==> src/rtl/frame_buf_mem_arb.sv <==
// Round-robin arbiter sharing one memory command port between frame buffer write and read sides.
// Optional grant statistics counters are built when ARB_STATS_EN is defined.
module frame_buf_mem_arb #(
    parameter int ADDR_WIDTH = 29,
    parameter int MAX_BURST  = 16,
    parameter int STAT_WIDTH = 16
) (
    input  logic                  clk,
    input  logic                  reset,
    input  logic                  wr_en_in,
    input  logic                  rd_en_in,
    input  logic [ADDR_WIDTH-1:0] wr_addr,
    input  logic [ADDR_WIDTH-1:0] rd_addr,
    input  logic                  avl_ready,
    output logic                  mem_write_req,
    output logic                  mem_read_req,
    output logic [ADDR_WIDTH-1:0] mem_addr,
    output logic                  wr_rdy,
    output logic                  rd_rdy,
`ifdef ARB_STATS_EN
    output logic [STAT_WIDTH-1:0] wr_grant_cnt,
    output logic [STAT_WIDTH-1:0] rd_grant_cnt,
`endif
    output logic [1:0]            dbg_state_o
);

    localparam int BW = $clog2(MAX_BURST + 1);
    localparam logic [BW-1:0] BURST_MAX = BW'(MAX_BURST);

    if (MAX_BURST < 1 || STAT_WIDTH < 1) begin : g_bad_cfg
        $error("frame_buf_mem_arb: MAX_BURST and STAT_WIDTH must be >= 1");
    end

    typedef enum logic [1:0] {
        S_IDLE = 2'd0,
        S_WR   = 2'd1,
        S_RD   = 2'd2
    } state_e;

    state_e        state_q;
    logic          last_rd_q;
    logic [BW-1:0] burst_q;
    logic [BW-1:0] burst_inc;
    logic          wr_req;
    logic          rd_req;

    assign wr_req = !wr_en_in;
    assign rd_req = !rd_en_in;

    // Valid/ready: a command is accepted in any cycle where *_req and avl_ready are both high;
    // *_rdy marks that cycle and the requester advances its address on the same edge.
    assign mem_write_req = (state_q == S_WR) && wr_req && !reset;
    assign mem_read_req  = (state_q == S_RD) && rd_req && !reset;
    assign wr_rdy        = mem_write_req && avl_ready;
    assign rd_rdy        = mem_read_req && avl_ready;
    assign dbg_state_o   = state_q;

    always_comb begin
        mem_addr = '0;
        if (!reset) begin
            case (state_q)
                S_WR:    mem_addr = wr_addr;
                S_RD:    mem_addr = rd_addr;
                default: mem_addr = '0;
            endcase
        end
    end

    // Saturating so a lone streaming requester never wraps the burst count.
    assign burst_inc = (burst_q == BURST_MAX) ? burst_q : burst_q + 1'b1;

    always_ff @(posedge clk) begin
        if (reset) begin
            state_q   <= S_IDLE;
            last_rd_q <= 1'b1;
            burst_q   <= '0;
        end else begin
            case (state_q)
                S_IDLE: begin
                    burst_q <= '0;
                    if (wr_req && (!rd_req || last_rd_q)) begin
                        state_q <= S_WR;
                    end else if (rd_req) begin
                        state_q <= S_RD;
                    end
                end
                S_WR: begin
                    if (wr_rdy) begin
                        last_rd_q <= 1'b0;
                        if (burst_inc == BURST_MAX && rd_req) begin
                            state_q <= S_RD;
                            burst_q <= '0;
                        end else begin
                            burst_q <= burst_inc;
                        end
                    end else if (!wr_req) begin
                        burst_q <= '0;
                        state_q <= rd_req ? S_RD : S_IDLE;
                    end
                end
                S_RD: begin
                    if (rd_rdy) begin
                        last_rd_q <= 1'b1;
                        if (burst_inc == BURST_MAX && wr_req) begin
                            state_q <= S_WR;
                            burst_q <= '0;
                        end else begin
                            burst_q <= burst_inc;
                        end
                    end else if (!rd_req) begin
                        burst_q <= '0;
                        state_q <= wr_req ? S_WR : S_IDLE;
                    end
                end
                default: begin
                    state_q <= S_IDLE;
                    burst_q <= '0;
                end
            endcase
        end
    end

`ifdef ARB_STATS_EN
    logic [STAT_WIDTH-1:0] wr_cnt_q;
    logic [STAT_WIDTH-1:0] rd_cnt_q;

    always_ff @(posedge clk) begin
        if (reset) begin
            wr_cnt_q <= '0;
            rd_cnt_q <= '0;
        end else begin
            if (wr_rdy && (wr_cnt_q != '1)) wr_cnt_q <= wr_cnt_q + 1'b1;
            if (rd_rdy && (rd_cnt_q != '1)) rd_cnt_q <= rd_cnt_q + 1'b1;
        end
    end

    assign wr_grant_cnt = wr_cnt_q;
    assign rd_grant_cnt = rd_cnt_q;
`endif

endmodule

==> config.mk <==
export PLATFORM = sky130hd
export DESIGN_NAME = frame_buf_mem_arb
export DESIGN_NICKNAME = d
export VERILOG_FILES = /design/src/rtl/frame_buf_mem_arb.sv
export SDC_FILE = /design/constraint.sdc
export NUM_CORES = 1
export LEC_CHECK = 0
export ABC_CLOCK_PERIOD_IN_PS = 6270
export CAP_MARGIN = 5
export CORE_MARGIN = 4
export CORE_UTILIZATION = 33
export CTS_CLUSTER_DIAMETER = 30
export DETAILED_ROUTE_END_ITERATION = 8
export PLACE_DENSITY = 0.95
export SETUP_SLACK_MARGIN = 0.02
export SYNTH_ARGS = -nofsm -noshare
export SYNTH_HDL_FRONTEND = slang
export SYNTH_SLANG_ARGS = --single-unit
==> constraint.sdc <==
create_clock -name clk -period 6.27 [get_ports clk]
set_clock_uncertainty 0.1 [all_clocks]
set_input_delay 0.627 -clock clk [delete_from_list [all_inputs] [get_ports clk]]
set_output_delay 0.627 -clock clk [all_outputs]
set_load 0.01 [all_outputs]
==> out/metrics.yaml, run 1 <==
holdWs_ns: 0.4490
pin_count: 98
crit_type: "flop to output port"
worstHoldPathType: "flop to flop"
post_dp_cell_area_um2: 2044
dr_total_vias: 1462
grt_pass1_wl_mm: 6.451
p_per_area_nw_per_um2: 170.3
critPathLaunchType: "flop"
place_inst: 278
drc: 0
yosysWarnings: 0
grt-ovfl-total: 0
grt_usage_pct: 19.05
dp_slack_ns: 2.758
clockBufferDepth: 2
dieArea_um2: 4225
clock.fmax_ghz: 0.2821
worstPathRequired_ns: 5.54
clk-insertion-delay-late_ns: 0.27
ir_drop_uv: 151.8
cts-htree-levels: 1
multi_input_area_um2: 835.8
final.min_clock_period_ns: 3.544
ys_ff_latch: 8
wirelength_mm: 4.092
yosysMostFrequentCell: "nor2_1"
power_uw: 352.0
fin_area_um2: 2067
dr.pass1.iters: 4
grt_max_degree: 33
drtIter0Drc: 62
start_util_pct: 34.84
syn_nets: 218
setup_tns_ns: 0
crit_start: "dbg_state_o[0]$_SDFFE_PP0P_"
endpoint_kind: "output port"
wl_per_cell_um: 14.56
die_h_um: 65
rows: 20
place_congestion: 0.9564
final_cells: 281
cts_setup_buffers: 0
viasPerCell: 5.203
setup_viol: 0
rrSetupSlack_ns: 3.32
max_slew.worst_pin.slew_ns: 1.136
area_growth_pct: 92.77
rr_startpoint: "dbg_state_o[1]$_SDFFE_PP0P_"
post_route_cells_drive_above_1_share_pct: 4.641
finalCritPeriodShare_pct: 56.53
post_cts_resized: 0
finalMaxSlewViolations: 0
core-area_um2: 3078
portBuffers: 97
syn_avg_cell_area_um2: 7.196
async_flop_share_pct: 0
final_core_util_pct: 67.15
r2r_end: "burst_q[0]$_SDFFE_PP0P_"
worst-r2r-cell-count: 7
synth_top_cell_by_area: "a22oi_1"
ctsHoldBuffers: 0
antenna_found_initial: 0
rsz0062_at_grt: "false"
die_w_um: 65
hold_viol_final: 0
synth_enable_flop_cells: 0
clockRootBuffer: "clkbuf_4"
max_slew_margin_pct: 24.29
cts_buffers: 3
yosysSeqAreaShare_pct: 14.94
crit_path_end: "rd_rdy"
cp_max_fo: 32
cts.sinks: 8
cts.clk_slew.worst_paths_ns: 0.05
synth_commonest_cells: "nor2_1, a22oi_1, clkbuf_1"
ant_nets: 0
hpwlAfterDp_mm: 3.150
status: "finished clean"
ys.flop_type: "dfxtp_1"
first_global_vias: 1469
fillers: 269
netlist.area_leader.share_pct: 20.30
cap_violations: 0
cts_tree: "built"
num_antenna_cells: 0
regArea_um2: 160.2
ys_types: 40
setup_slack_ns: 2.726
synthCells: 149
synth.area.top_cells: "a22oi_1, dfxtp_1, nor2_1"
netlist_area_um2: 1072
nNetsFinal: 308
leakage_nw: 0.7032
arrival_ns: 2.82
==> cell usage in the layout (no fill, tap or decap), types with 2 or more instances in the layout <==
cell and count:
o21ai_0 3, nor2_1 36, xnor2_1 3, nand2_1 2, and3_1 2, clkbuf_4 3
nand3_1 2, nand2b_1 6, a21oi_1 4, dfxtp_1 8, a22o_1 3, ha_1 6
nor3b_1 2, a22oi_1 29, or2_2 2, nand3b_1 2, inv_1 5, clkdlybuf4s50_1 97
nor3_1 2
==> report_power, final <==
part,internal (mW),switching (mW)
sequential,0.0558,0.00592
combinational,0.122,0.125
clock,0.0221,0.0207
total,0.200,0.152
==> worst max-delay path, stage by stage (launching register included) <==
cell and delay [ns]:
dfxtp_1 0.34, inv_1 0.12, ha_1 0.92, nand2b_1 0.23
nor2_1 0.34, clkdlybuf4s50_1 0.61
==> per-layer routing <==
layer	track usage, %	vias up	part of all wire [%]
met1	22.29	656	42
met3	6.066	8	7.6
met5	0	-	0
met2	32.44	69	48
li1	-	729	-
met4	6.596	0	1.8
==> how the worst min path moves through the flow <==
stage	from	end	slack (ns)	cells past startpoint
after floorplan	last_rd_q$_SDFFE_PP1P_	last_rd_q$_SDFFE_PP1P_	0.40	2
final	dbg_state_o[1]$_SDFFE_PP0P_	dbg_state_o[1]$_SDFFE_PP0P_	0.45	2
after detailed placement	dbg_state_o[1]$_SDFFE_PP0P_	dbg_state_o[1]$_SDFFE_PP0P_	0.44	2
after global routing	dbg_state_o[1]$_SDFFE_PP0P_	dbg_state_o[1]$_SDFFE_PP0P_	0.49	2
after global placement	dbg_state_o[1]$_SDFFE_PP0P_	dbg_state_o[1]$_SDFFE_PP0P_	0.43	2
after CTS	last_rd_q$_SDFFE_PP1P_	last_rd_q$_SDFFE_PP1P_	0.46	2
==> sequential cells by signal, indices dropped and copies added (netlist names) <==
name         flops
dbg_state_o      2
burst_q          5
last_rd_q        1
==> cell families (layout without fill, tap and decap cells) <==
family,count (synthesis),count (layout),synth area share [%]
AND/OR/NAND/NOR,58,58,24.97
XOR/XNOR,4,4,3.268
buffers and inverters,18,106,7.118
AO/OA/AOI/OAI,54,54,41.78
adder cells (fa/ha/maj),6,6,7.001
multiplexers,1,1,0.9335
flip-flops,8,8,14.94
==> layout make-up <==
| class | instances | share of cell area [%] |
|---|---|---|
| clock buffers | 3 | 1.090 |
| inverters | 6 | 1.090 |
| multi-input cells | 123 | 40.44 |
| flip-flops and latches | 8 | 7.748 |
| well taps | 44 | 2.663 |
| repair buffers | 97 | 46.97 |
Power figures use the tool's default switching activity.
==> inputs of run 2 (changes only) <==
ABC_CLOCK_PERIOD_IN_PS = 3160   (was 6270)
CORE_UTILIZATION = 28   (was 33)
PLACE_DENSITY = 0.86   (was 0.95)
clock period = 3.16 ns   (was 6.27 ns; I/O delays follow)
==> run 2 against run 1 <==
Sequential share of layout area decreased by 0.20 points; register-to-register slack lost 2.6 ns; critical path depth stayed put; largest cell class unchanged.
==> out/metrics.yaml, run 2 (synthesis gave the netlist of run 1 again) <==
hold_viol_final: 0
cp_max_fo: 24
worstPathRequired_ns: 2.74
first_global_vias: 1439
antenna_found_initial: 0
grt_pass1_wl_mm: 6.541
rsz0062_at_grt: "false"
max_slew_margin_pct: 54.87
cap_violations: 0
rows: 22
largest_register_ffs: 5
die_h_um: 69.89
core-area_um2: 3689
dp_slack_ns: 0.5847
post_cts_resized: 0
place_congestion: 0.8140
dr.pass1.iters: 6
max_slew.worst_pin.slew_ns: 0.6729
path_delay_family: "buffers and inverters"
fin_area_um2: 2121
die_w_um: 69.89
cts_buffers: 3
wirelength_mm: 4.073
worstHoldPathType: "flop to flop"
nNetsFinal: 312
post_route_cells_drive_above_1_share_pct: 6.224
ant_nets: 0
multi_input_area_um2: 835.8
grt_max_degree: 25
cts.clk_slew.worst_paths_ns: 0.04
holdWs_ns: 0.4474
pin_count: 98
critPathBufInv: 3
slowest_delay_ns: 0.56
ctsHoldBuffers: 0
clockRootBuffer: "clkbuf_8"
finalMaxSlewViolations: 0
portBuffers: 97
hpwlAfterDp_mm: 3.321
area_growth_pct: 97.78
finalCritPeriodShare_pct: 81.56
final_common_cell: "clkdlybuf4s50_1"
endpoint_kind: "output port"
arrival_ns: 2.16
setup_tns_ns: 0
final.min_clock_period_ns: 2.577
cts_tree: "built"
post_dp_cell_area_um2: 2079
crit_type: "input pin to output port"
drtIter0Drc: 83
cp_common_cell: "clkdlybuf4s50_1"
crit_path_cell_trace: "clkdlybuf4s50_1 > nand2b_1 > buf_4 > nor2_1 > clkdlybuf4s50_1"
p_per_area_nw_per_um2: 355.4
grt_usage_pct: 15.72
viasPerCell: 5.087
cts_setup_buffers: 0
wl_per_cell_um: 14.09
cp_slowest_cell: "clkdlybuf4s50_1"
critPathLaunchType: "input pin"
cts.sinks: 8
status: "finished clean"
setup_viol: 0
cts-htree-levels: 1
clockBufferDepth: 2
regArea_um2: 160.2
clk-insertion-delay-late_ns: 0.23
leakage_nw: 0.7312
top_register: "burst_q"
num_antenna_cells: 0
clock.fmax_ghz: 0.3880
grt-ovfl-total: 0
drc: 0
final_cell_mix: "clkdlybuf4s50_1, nor2_1, a22oi_1"
start_util_pct: 29.07
ir_drop_uv: 223.0
fillers: 340
dr_total_vias: 1470
dieArea_um2: 4884
setup_slack_ns: 0.5827
-- run 2: where the power goes --
| part | switching [mW] | internal (mW) |
|---|---|---|
| logic | 0.248 | 0.259 |
| clock network | 0.0402 | 0.0825 |
| registers | 0.0125 | 0.111 |
| total | 0.301 | 0.453 |
-- run 2: area by class of cell --
| type | instances | area share (%) |
|---|---|---|
| multi-input cells | 123 | 39.41 |
| repair buffers | 101 | 47.20 |
| inverters | 6 | 1.062 |
| flip-flops and latches | 8 | 7.552 |
| well taps | 48 | 2.832 |
| clock buffers | 3 | 1.947 |
-- run 2: final timing paths --
path              slack, ns  depth (start not counted)                        start                           to
hold / removal         0.45                          2  dbg_state_o[1]$_SDFFE_PP0P_  dbg_state_o[1]$_SDFFE_PP0P_
setup reg to reg       0.77                          7      burst_q[0]$_SDFFE_PP0P_      burst_q[0]$_SDFFE_PP0P_
hold reg to reg        0.45                          2  dbg_state_o[1]$_SDFFE_PP0P_  dbg_state_o[1]$_SDFFE_PP0P_
setup / recovery       0.58                          5                        reset                 mem_addr[21]
-- run 2: metal layers --
| metal | routed length [um] | vias to the layer above | part of all wire (%) | track usage [%] |
|---|---|---|---|---|
| li1 | - | 737 | - | - |
| met1 | 1717 | 670 | 42 | 18.90 |
| met2 | 1993 | 59 | 49 | 27.60 |
| met3 | 329 | 4 | 8.1 | 4.604 |
| met4 | 34 | 0 | 0.83 | 3.191 |
| met5 | 0 | - | 0 | 0 |
-- run 2: worst reg2reg max path, stage by stage, from the launching register on --
cell       delay, ns
dfxtp_1         0.42
inv_2           0.10
ha_1            0.26
a2111oi_4       0.37
a211oi_2        0.12
o31ai_2         0.42
a21oi_2         0.15
a221o_1         0.34
-- run 2: per-stage QoR --
stage               util, %  power [mW]  cells
finish                57.50      0.7538    289
CTS                   57.50      0.7608    289
global placement      56.38      0.6327    286
detailed placement    56.38      0.6345    286
global route          57.50      0.8175    289
floorplan                 -      0.4059    149
